$ cat src/rtl/cordic_pkg.sv
// Shared definitions for the CORDIC scheduler: word-length helper, scheduler
// state encoding and fixed-point angle constants used with the rotational core.
package cordic_pkg;

  localparam int DEF_INT_LENGTH    = 5;
  localparam int DEF_FRAC_LENGTH   = 12;
  localparam int CORDIC_ITERATIONS = 12;
  localparam int CORE_LATENCY      = CORDIC_ITERATIONS + 1;

  function automatic int cordic_wl(input int int_length, input int frac_length);
    return int_length + frac_length;
  endfunction

  localparam int DEF_WL = cordic_wl(DEF_INT_LENGTH, DEF_FRAC_LENGTH);

  // Angles in the default Q5.12 format (round(angle * 2^12)).
  localparam logic [DEF_WL-1:0] ANGLE_PI     = 17'h03244;
  localparam logic [DEF_WL-1:0] ANGLE_PI_2   = 17'h01922;
  localparam logic [DEF_WL-1:0] ANGLE_TWO_PI = 17'h06488;

  typedef enum logic [2:0] {
    IDLE   = 3'd0,
    LAUNCH = 3'd1,
    BUSY   = 3'd2,
    RESP   = 3'd3,
    ABORT  = 3'd4
  } cordic_sched_state_t;

endpackage

$ cat src/rtl/cordic_rr_scheduler_arbiter.sv
// Combinational round-robin picker: rotate requests so the slot after last_ptr
// sits at bit 0, take the lowest set bit, then rotate the index back.
module rr_arbiter
  import cordic_pkg::*;
#(
  parameter int  NUM_REQ = 4,
  localparam int IW      = $clog2(NUM_REQ)
) (
  input  logic [NUM_REQ-1:0] req,
  input  logic [IW-1:0]      last_ptr,
  output logic [NUM_REQ-1:0] grant,
  output logic [IW-1:0]      grant_idx,
  output logic               grant_any
);

  localparam logic [IW:0] NREQ_W = (IW+1)'(NUM_REQ);

  logic [IW-1:0]        start_s;
  logic [2*NUM_REQ-1:0] dbl_s;
  logic [NUM_REQ-1:0]   rot_s;
  logic [IW-1:0]        pos_s;
  logic [IW:0]          sum_s;
  logic [IW:0]          wrap_s;

  // First slot to consider, wrapping past the top requester.
  always_comb begin
    if (last_ptr >= IW'(NUM_REQ - 1)) begin
      start_s = '0;
    end else begin
      start_s = last_ptr + IW'(1);
    end
  end

  assign dbl_s = {req, req};
  assign rot_s = dbl_s[start_s +: NUM_REQ];

  // Lowest set bit of the rotated vector wins.
  always_comb begin
    pos_s = '0;
    for (int k = NUM_REQ - 1; k >= 0; k--) begin
      pos_s = rot_s[k] ? IW'(k) : pos_s;
    end
  end

  // Undo the rotation, modulo NUM_REQ (which need not be a power of two).
  always_comb begin
    sum_s  = {1'b0, pos_s} + {1'b0, start_s};
    wrap_s = (sum_s >= NREQ_W) ? (sum_s - NREQ_W) : sum_s;
  end

  assign grant_any = |req;
  assign grant_idx = wrap_s[IW-1:0];
  assign grant     = grant_any ? (NUM_REQ'(1) << grant_idx) : '0;

endmodule

$ cat src/rtl/cordic_rr_scheduler.sv
// Round-robin scheduler sharing one rotational CORDIC core between NUM_REQ
// requesters, with a watchdog abort and a tagged valid/ready response port.
module cordic_rr_scheduler
  import cordic_pkg::*;
#(
  parameter int  NUM_REQ     = 4,
  parameter int  INT_LENGTH  = DEF_INT_LENGTH,
  parameter int  FRAC_LENGTH = DEF_FRAC_LENGTH,
  parameter int  TIMEOUT     = 32,
  localparam int WL          = cordic_wl(INT_LENGTH, FRAC_LENGTH),
  localparam int IW          = $clog2(NUM_REQ)
) (
  input  logic                  CLK,
  input  logic                  RST,
  input  logic [NUM_REQ-1:0]    req_valid,
  output logic [NUM_REQ-1:0]    req_ready,
  input  logic [NUM_REQ*WL-1:0] req_x,
  input  logic [NUM_REQ*WL-1:0] req_y,
  input  logic [NUM_REQ*WL-1:0] req_z,
  output logic                  rsp_valid,
  input  logic                  rsp_ready,
  output logic [IW-1:0]         rsp_id,
  output logic [WL-1:0]         rsp_x,
  output logic [WL-1:0]         rsp_y,
  output logic [WL-1:0]         rsp_z,
  output logic                  rsp_timeout,
  output logic                  core_enable,
  output logic [WL-1:0]         core_xo,
  output logic [WL-1:0]         core_yo,
  output logic [WL-1:0]         core_zo,
  input  logic [WL-1:0]         core_xn,
  input  logic [WL-1:0]         core_yn,
  input  logic [WL-1:0]         core_zn,
  input  logic                  core_done,
  output logic                  core_rst_n
);

  localparam int          CW      = $clog2(TIMEOUT + 1);
  localparam logic [CW-1:0] WD_LAST = CW'(TIMEOUT - 1);

  cordic_sched_state_t state_r;
  logic [IW-1:0]       last_ptr_r;
  logic [IW-1:0]       id_r;
  logic [CW-1:0]       wd_cnt_r;
  logic [CW-1:0]       wd_next_s;

  logic                core_enable_r;
  logic                core_rst_n_r;
  logic [WL-1:0]       core_xo_r;
  logic [WL-1:0]       core_yo_r;
  logic [WL-1:0]       core_zo_r;

  logic                rsp_valid_r;
  logic [IW-1:0]       rsp_id_r;
  logic [WL-1:0]       rsp_x_r;
  logic [WL-1:0]       rsp_y_r;
  logic [WL-1:0]       rsp_z_r;
  logic                rsp_timeout_r;

  logic [NUM_REQ-1:0]  grant_s;
  logic [IW-1:0]       grant_idx_s;
  logic                grant_any_s;
  logic [NUM_REQ-1:0]  req_ready_s;
  logic [WL-1:0]       op_x_s;
  logic [WL-1:0]       op_y_s;
  logic [WL-1:0]       op_z_s;

  rr_arbiter #(
    .NUM_REQ(NUM_REQ)
  ) u_arb (
    .req      (req_valid),
    .last_ptr (last_ptr_r),
    .grant    (grant_s),
    .grant_idx(grant_idx_s),
    .grant_any(grant_any_s)
  );

  assign op_x_s    = req_x[int'(grant_idx_s) * WL +: WL];
  assign op_y_s    = req_y[int'(grant_idx_s) * WL +: WL];
  assign op_z_s    = req_z[int'(grant_idx_s) * WL +: WL];
  assign wd_next_s = wd_cnt_r + CW'(1);

  // Accept is only offered from IDLE, and never while reset is asserted.
  always_comb begin
    if ((state_r == IDLE) && !RST) begin
      req_ready_s = grant_s;
    end else begin
      req_ready_s = '0;
    end
  end

  // Scheduler FSM with all handshake, core and response outputs registered.
  always_ff @(posedge CLK) begin
    if (RST) begin
      state_r       <= IDLE;
      last_ptr_r    <= IW'(NUM_REQ - 1);
      id_r          <= '0;
      wd_cnt_r      <= '0;
      core_enable_r <= 1'b0;
      core_rst_n_r  <= 1'b0;
      core_xo_r     <= '0;
      core_yo_r     <= '0;
      core_zo_r     <= '0;
      rsp_valid_r   <= 1'b0;
      rsp_id_r      <= '0;
      rsp_x_r       <= '0;
      rsp_y_r       <= '0;
      rsp_z_r       <= '0;
      rsp_timeout_r <= 1'b0;
    end else begin
      core_enable_r <= 1'b0;
      core_rst_n_r  <= 1'b1;
      case (state_r)
        IDLE: begin
          if (grant_any_s) begin
            id_r          <= grant_idx_s;
            core_xo_r     <= op_x_s;
            core_yo_r     <= op_y_s;
            core_zo_r     <= op_z_s;
            core_enable_r <= 1'b1;
            state_r       <= LAUNCH;
          end
        end
        LAUNCH: begin
          wd_cnt_r <= '0;
          state_r  <= BUSY;
        end
        BUSY: begin
          wd_cnt_r <= wd_next_s;
          // A done on the last watchdog cycle still counts as a good result.
          if (core_done) begin
            rsp_x_r       <= core_xn;
            rsp_y_r       <= core_yn;
            rsp_z_r       <= core_zn;
            rsp_timeout_r <= 1'b0;
            rsp_id_r      <= id_r;
            rsp_valid_r   <= 1'b1;
            state_r       <= RESP;
          end else if (wd_next_s == WD_LAST) begin
            core_rst_n_r <= 1'b0;
            state_r      <= ABORT;
          end
        end
        ABORT: begin
          rsp_x_r       <= '0;
          rsp_y_r       <= '0;
          rsp_z_r       <= '0;
          rsp_timeout_r <= 1'b1;
          rsp_id_r      <= id_r;
          rsp_valid_r   <= 1'b1;
          state_r       <= RESP;
        end
        RESP: begin
          if (rsp_ready) begin
            rsp_valid_r <= 1'b0;
            last_ptr_r  <= rsp_id_r;
            state_r     <= IDLE;
          end
        end
        default: begin
          rsp_valid_r <= 1'b0;
          state_r     <= IDLE;
        end
      endcase
    end
  end

  assign req_ready   = req_ready_s;
  assign rsp_valid   = rsp_valid_r;
  assign rsp_id      = rsp_id_r;
  assign rsp_x       = rsp_x_r;
  assign rsp_y       = rsp_y_r;
  assign rsp_z       = rsp_z_r;
  assign rsp_timeout = rsp_timeout_r;
  assign core_enable = core_enable_r;
  assign core_xo     = core_xo_r;
  assign core_yo     = core_yo_r;
  assign core_zo     = core_zo_r;
  assign core_rst_n  = core_rst_n_r;

endmodule

$ cat config.mk
export PLATFORM = sky130hd
export DESIGN_NAME = cordic_rr_scheduler
export DESIGN_NICKNAME = d
export VERILOG_FILES = /design/src/rtl/cordic_pkg.sv /design/src/rtl/cordic_rr_scheduler_arbiter.sv /design/src/rtl/cordic_rr_scheduler.sv
export SDC_FILE = /design/constraint.sdc
export NUM_CORES = 1
export LEC_CHECK = 0
export CORE_AREA = 2 2 145 147
export CTS_CLUSTER_DIAMETER = 80
export CTS_CLUSTER_SIZE = 10
export DETAILED_ROUTE_END_ITERATION = 6
export DIE_AREA = 0 0 147 149
export PLACE_DENSITY_LB_ADDON = 0.1
export SLEW_MARGIN = 20
export SYNTH_ARGS = -nofsm -noshare
export SYNTH_HDL_FRONTEND = slang
export SYNTH_SLANG_ARGS = --single-unit
$ cat constraint.sdc
create_clock -name CLK -period 3.2 [get_ports CLK]
set_input_delay 0.32 -clock CLK [delete_from_list [all_inputs] [get_ports CLK]]
set_output_delay 0.32 -clock CLK [all_outputs]
set_load 0.02 [all_outputs]
==> impl.org <==
** Place
- Detailed placement finished with a half-perimeter wire length of 18,030 um.
- At the placement stage, the worst setup path has a slack of -0.01457 ns.
- At the end of routability-driven placement, the weighted congestion stood at 0.7951.
- Input and output buffers added on the ports amount to 374.
- Including well taps, the total number of placed cells is 1,396.

** Timing
- Headroom to the max-slew limit came out at 0.4927.
- Setup violations remaining at the end of the flow were counted as 0.
- Total count of hold-check failures in the final report :: 0
- Maximum clock skew at final layout :: 0.01123 ns
- Worst hold slack :: 0.4431 ns
- Crit share post-route :: 0.9801
- The max-slew violation count came to 0.
- Min setup slack post-route :: 0.06373 ns
- Timing would allow up to 318.9 MHz.
- Slew of the pin with the lowest slew margin :: 0.7609 ns
- The clock period could shrink to 3.136 ns.
- Setup repair after global routing could not meet its margin everywhere.

** Synth
- Counting flops with a built-in enable in the synthesized netlist gives 0.
- The share of the Yosys chip area taken by registers is 0.3589.
- Area leader, netlist :: sky130_fd_sc_hd__dfxtp_1
- Post-synth design cell area :: 0.006750 mm2
- Counting flops and latches in the post-synthesis netlist gives 121.
- Mean instance size in the synthesized netlist :: 8.502 um2
- Share of the synthesized area in the top cell type :: 0.3589
- Synth Warn # :: 0
- Yosys mapped the design onto 54 distinct sky130hd cell types.
- Among all flip-flop cells after synthesis, the most frequent one is sky130_fd_sc_hd__dfxtp_1.
- When the netlist entered floorplanning its net count stood at 1,061.
- Gate count after technology mapping :: 794
- Share of async-settable or async-resettable flops after synthesis :: 0
- Most area-consuming cells after synthesis :: sky130_fd_sc_hd__dfxtp_1 (36%), sky130_fd_sc_hd__mux2_2 (17%), sky130_fd_sc_hd__a221oi_1 (13%)

** Power and ir drop
- After layout, the design draws a total of 5.853 mW.
- In this run the static leakage power is 4.187 nW.
- Max VDD drop :: 0.0002931 V
- PD cells :: 501.5 mW/mm2

** Setup path
- The worst setup path is captured at a flop.
- Largest stage delay, worst path :: 0.38 ns
- STA classifies the critical path startpoint as a flop.
- For the worst setup path, the data required time is 3.49 ns.
- Cell chain of the critical path :: ha_1 > or2_4 > a31o_2 > mux2_2 > a211o_1 > ha_4 > buf_12 > buf_6 > mux2_2 > a221oi_1 > o21ai_1
- In this design, the critical path's most frequently occurring cell is sky130_fd_sc_hd__mux2_2.
- The worst setup path is of the flop to flop kind.
- Max FO, Critical Path :: 10
- Worst endpoint data arrival time :: 3.43 ns
- Critical-path cell with the highest stage delay :: sky130_fd_sc_hd__mux2_2

** Finish
- From synthesis to final layout, the design area changed by 72.92%.
- Final core utilization :: 0.5678
- Non-Filler Instances :: 1,437
- NumNets Final :: 1,415
- Share of layout cells above drive strength 1 :: 0.1826

** Routing
- The first routing iteration left 398 violations.
- After detailed routing, the average wire length per cell comes to 18.10 um.
- First-pass detailed-route iteration total :: 5
- For this run, design rule violations remaining after detail routing come to 0.
- For this block, the routed nets add up to 26,010 um of wire.
- Post-route antenna net violation count :: 0
- Via density per instance :: 5.208
- Summing over every cut layer, the via total after detailed routing is 7,484.

** Die
- Die extent in x :: 147 um
- Number of rows created at floorplan :: 53
- Die Y-Extent :: 149 um
- Area of the die :: 0.02190 mm2
- Effective utilization at floorplan :: 0.3284
- I/O Pins :: 375
- Floorplan core area :: 0.02056 mm2

** Clock network
- After clock tree synthesis, the clock-pin slew on the worst setup and hold paths is 0.06 ns.
- TritonCTS built the clock tree.
- The root buffer cell chosen for the clock tree is sky130_fd_sc_hd__clkbuf_16.
- The later pin in the worst-skew pair is clocked with a latency of 0.42 ns.
- Clock Tree Buf Depth :: 2
- Total clock buffers created by CTS :: 17
- Number of sinks on the clock net :: 121
- H-tree depth :: 4

** Global route
- Global-route wire length before repair :: 38,460 um
- Pin count of the biggest net entering global routing :: 104
- The number of antenna violations at the first check in global routing is 1.
- Global route overflow :: 0
- Overall Global Routing Usage :: 0.2236
- Vias in the first global route :: 6,945

** Flow run
- Across the run, the number of max-cap violations was 0.

** Status
- Result of the run :: completed

** Worst hold path
- The worst hold path belongs to the class input pin to flop.
==> what timing repair did <==
action                                  4_1_cts  5_1_grt
gates cloned                                  0        4
resized for setup                            12       32
endpoints found under the setup margin        4       43
pin swaps                                     0        1
setup buffers                                 0        4
hold buffers                                  0        0
==> layer usage <==
metal / share of wire / wire [um] / GRT usage
met1: 0.40 / 10510 / 0.2680
met2: 0.50 / 12890 / 0.3810
met3: 0.080 / 2089 / 0.07217
met4: 0.020 / 522 / 0.07356
met5: 0 / 0 / 0
==> area by class of cell <==
| cell class | instances | area, um2 |
|---|---|---|
| Fill cell | 1890 | 8885 |
| Timing Repair Buffer | 411 | 4139 |
| Multi-Input combinational cell | 588 | 4116 |
| Sequential cell | 121 | 2422 |
| Clock buffer | 18 | 429.2 |
| Tap cell | 275 | 344.1 |
| Clock inverter | 14 | 185.2 |
| Inverter | 9 | 33.78 |
| Antenna cell | 1 | 2.502 |
==> cells by family (layout without fill, tap and decap cells) <==
| family | count (synthesis) | after routing | synth area share |
|---|---|---|---|
| xor gates and xnor gates | 4 | 4 | 0.005191 |
| and+or+nand+nor | 219 | 219 | 0.1370 |
| DFF | 121 | 121 | 0.3589 |
| muxes | 110 | 110 | 0.1822 |
| AOI/OAI and AO/OA | 251 | 251 | 0.2515 |
| adders and majority gates | 4 | 4 | 0.007415 |
| other | 0 | 1 | 0 |
| buffers and inverters | 85 | 452 | 0.05783 |
==> per-stage QoR <==
stage	instance area, um2	setup TNS [ns]
after floorplan	6761	0
after global placement	10800	0
after detailed placement	10800	-0.01847
after CTS	11420	0
after global routing	11670	-0.5855
final	11670	0
==> Yosys cell counts (2+ instances only) <==
cell type	n
sky130_fd_sc_hd__xnor2_1	3
sky130_fd_sc_hd__inv_1	7
sky130_fd_sc_hd__nand4_1	2
sky130_fd_sc_hd__and3_1	5
sky130_fd_sc_hd__a221oi_1	101
sky130_fd_sc_hd__dfxtp_1	121
sky130_fd_sc_hd__ha_1	4
sky130_fd_sc_hd__nor2_1	14
sky130_fd_sc_hd__nor2b_1	3
sky130_fd_sc_hd__o211ai_1	2
sky130_fd_sc_hd__a21oi_1	69
sky130_fd_sc_hd__mux2_2	103
sky130_fd_sc_hd__mux2i_1	7
sky130_fd_sc_hd__buf_6	9
sky130_fd_sc_hd__a2bb2oi_1	2
sky130_fd_sc_hd__buf_1	14
sky130_fd_sc_hd__buf_2	3
sky130_fd_sc_hd__and2_1	3
sky130_fd_sc_hd__clkbuf_1	50
sky130_fd_sc_hd__nand2_1	172
sky130_fd_sc_hd__o21ai_1	49
sky130_fd_sc_hd__o21ai_0	14
sky130_fd_sc_hd__nand3_1	6
==> report_power, final <==
part	internal (mW)	switching [mW]	leakage (nW)
Clock	1.25	0.789	0.291
Combinational	1.05	0.960	2.90
Sequential	1.70	0.103	0.995
Total	4.00	1.85	4.19
==> cells in the final DEF (no fill, tap or decap), types with 12 or more instances in the layout <==
cell | synthesis | final
sky130_fd_sc_hd__a21oi_1 | 69 | 69
sky130_fd_sc_hd__a221oi_1 | 101 | 81
sky130_fd_sc_hd__a221oi_2 | 1 | 21
sky130_fd_sc_hd__buf_4 | 0 | 24
sky130_fd_sc_hd__clkbuf_16 | 0 | 19
sky130_fd_sc_hd__clkdlybuf4s50_1 | 0 | 370
sky130_fd_sc_hd__dfxtp_1 | 121 | 121
sky130_fd_sc_hd__mux2_2 | 103 | 103
sky130_fd_sc_hd__nand2_1 | 172 | 172
sky130_fd_sc_hd__nor2_1 | 14 | 12
sky130_fd_sc_hd__o21ai_0 | 14 | 13
sky130_fd_sc_hd__o21ai_1 | 49 | 50
==> critical path, delay by kind of cell, from the launching register on <==
family | cells | cell delay (ns)
and+or+nand+nor | 1 | 0.26
muxes | 2 | 0.65
DFF | 1 | 0.32
adders and majority gates | 2 | 0.53
buffers and inverters | 2 | 0.30
AOI/OAI and AO/OA | 4 | 0.94
==> registers in the layout, indices dropped and copies added, names as in the netlist <==
signal	cells
core_rst_n	1
core_xo	17
core_zo	17
rsp_id	2
core_yo	17
last_ptr_r	2
rsp_z	17
rsp_timeout	1
rsp_valid	1
id_r	2
rsp_x	17
wd_cnt_r	6
state_r	3
rsp_y	17
core_enable	1
==> worst paths after layout <==
check | from | endpoint | slack (ns) | cells after the start
worst max-delay path | last_ptr_r[0] | core_zo[9] | 0.06 | 11
worst min register to register | core_xo[4] | core_xo[4] | 0.44 | 2
worst min-delay path | core_zn[12] | rsp_z[12] | 0.44 | 3
worst max register to register | last_ptr_r[0] | core_zo[9] | 0.06 | 11
Note: power is estimated with default switching activity, not from simulation.
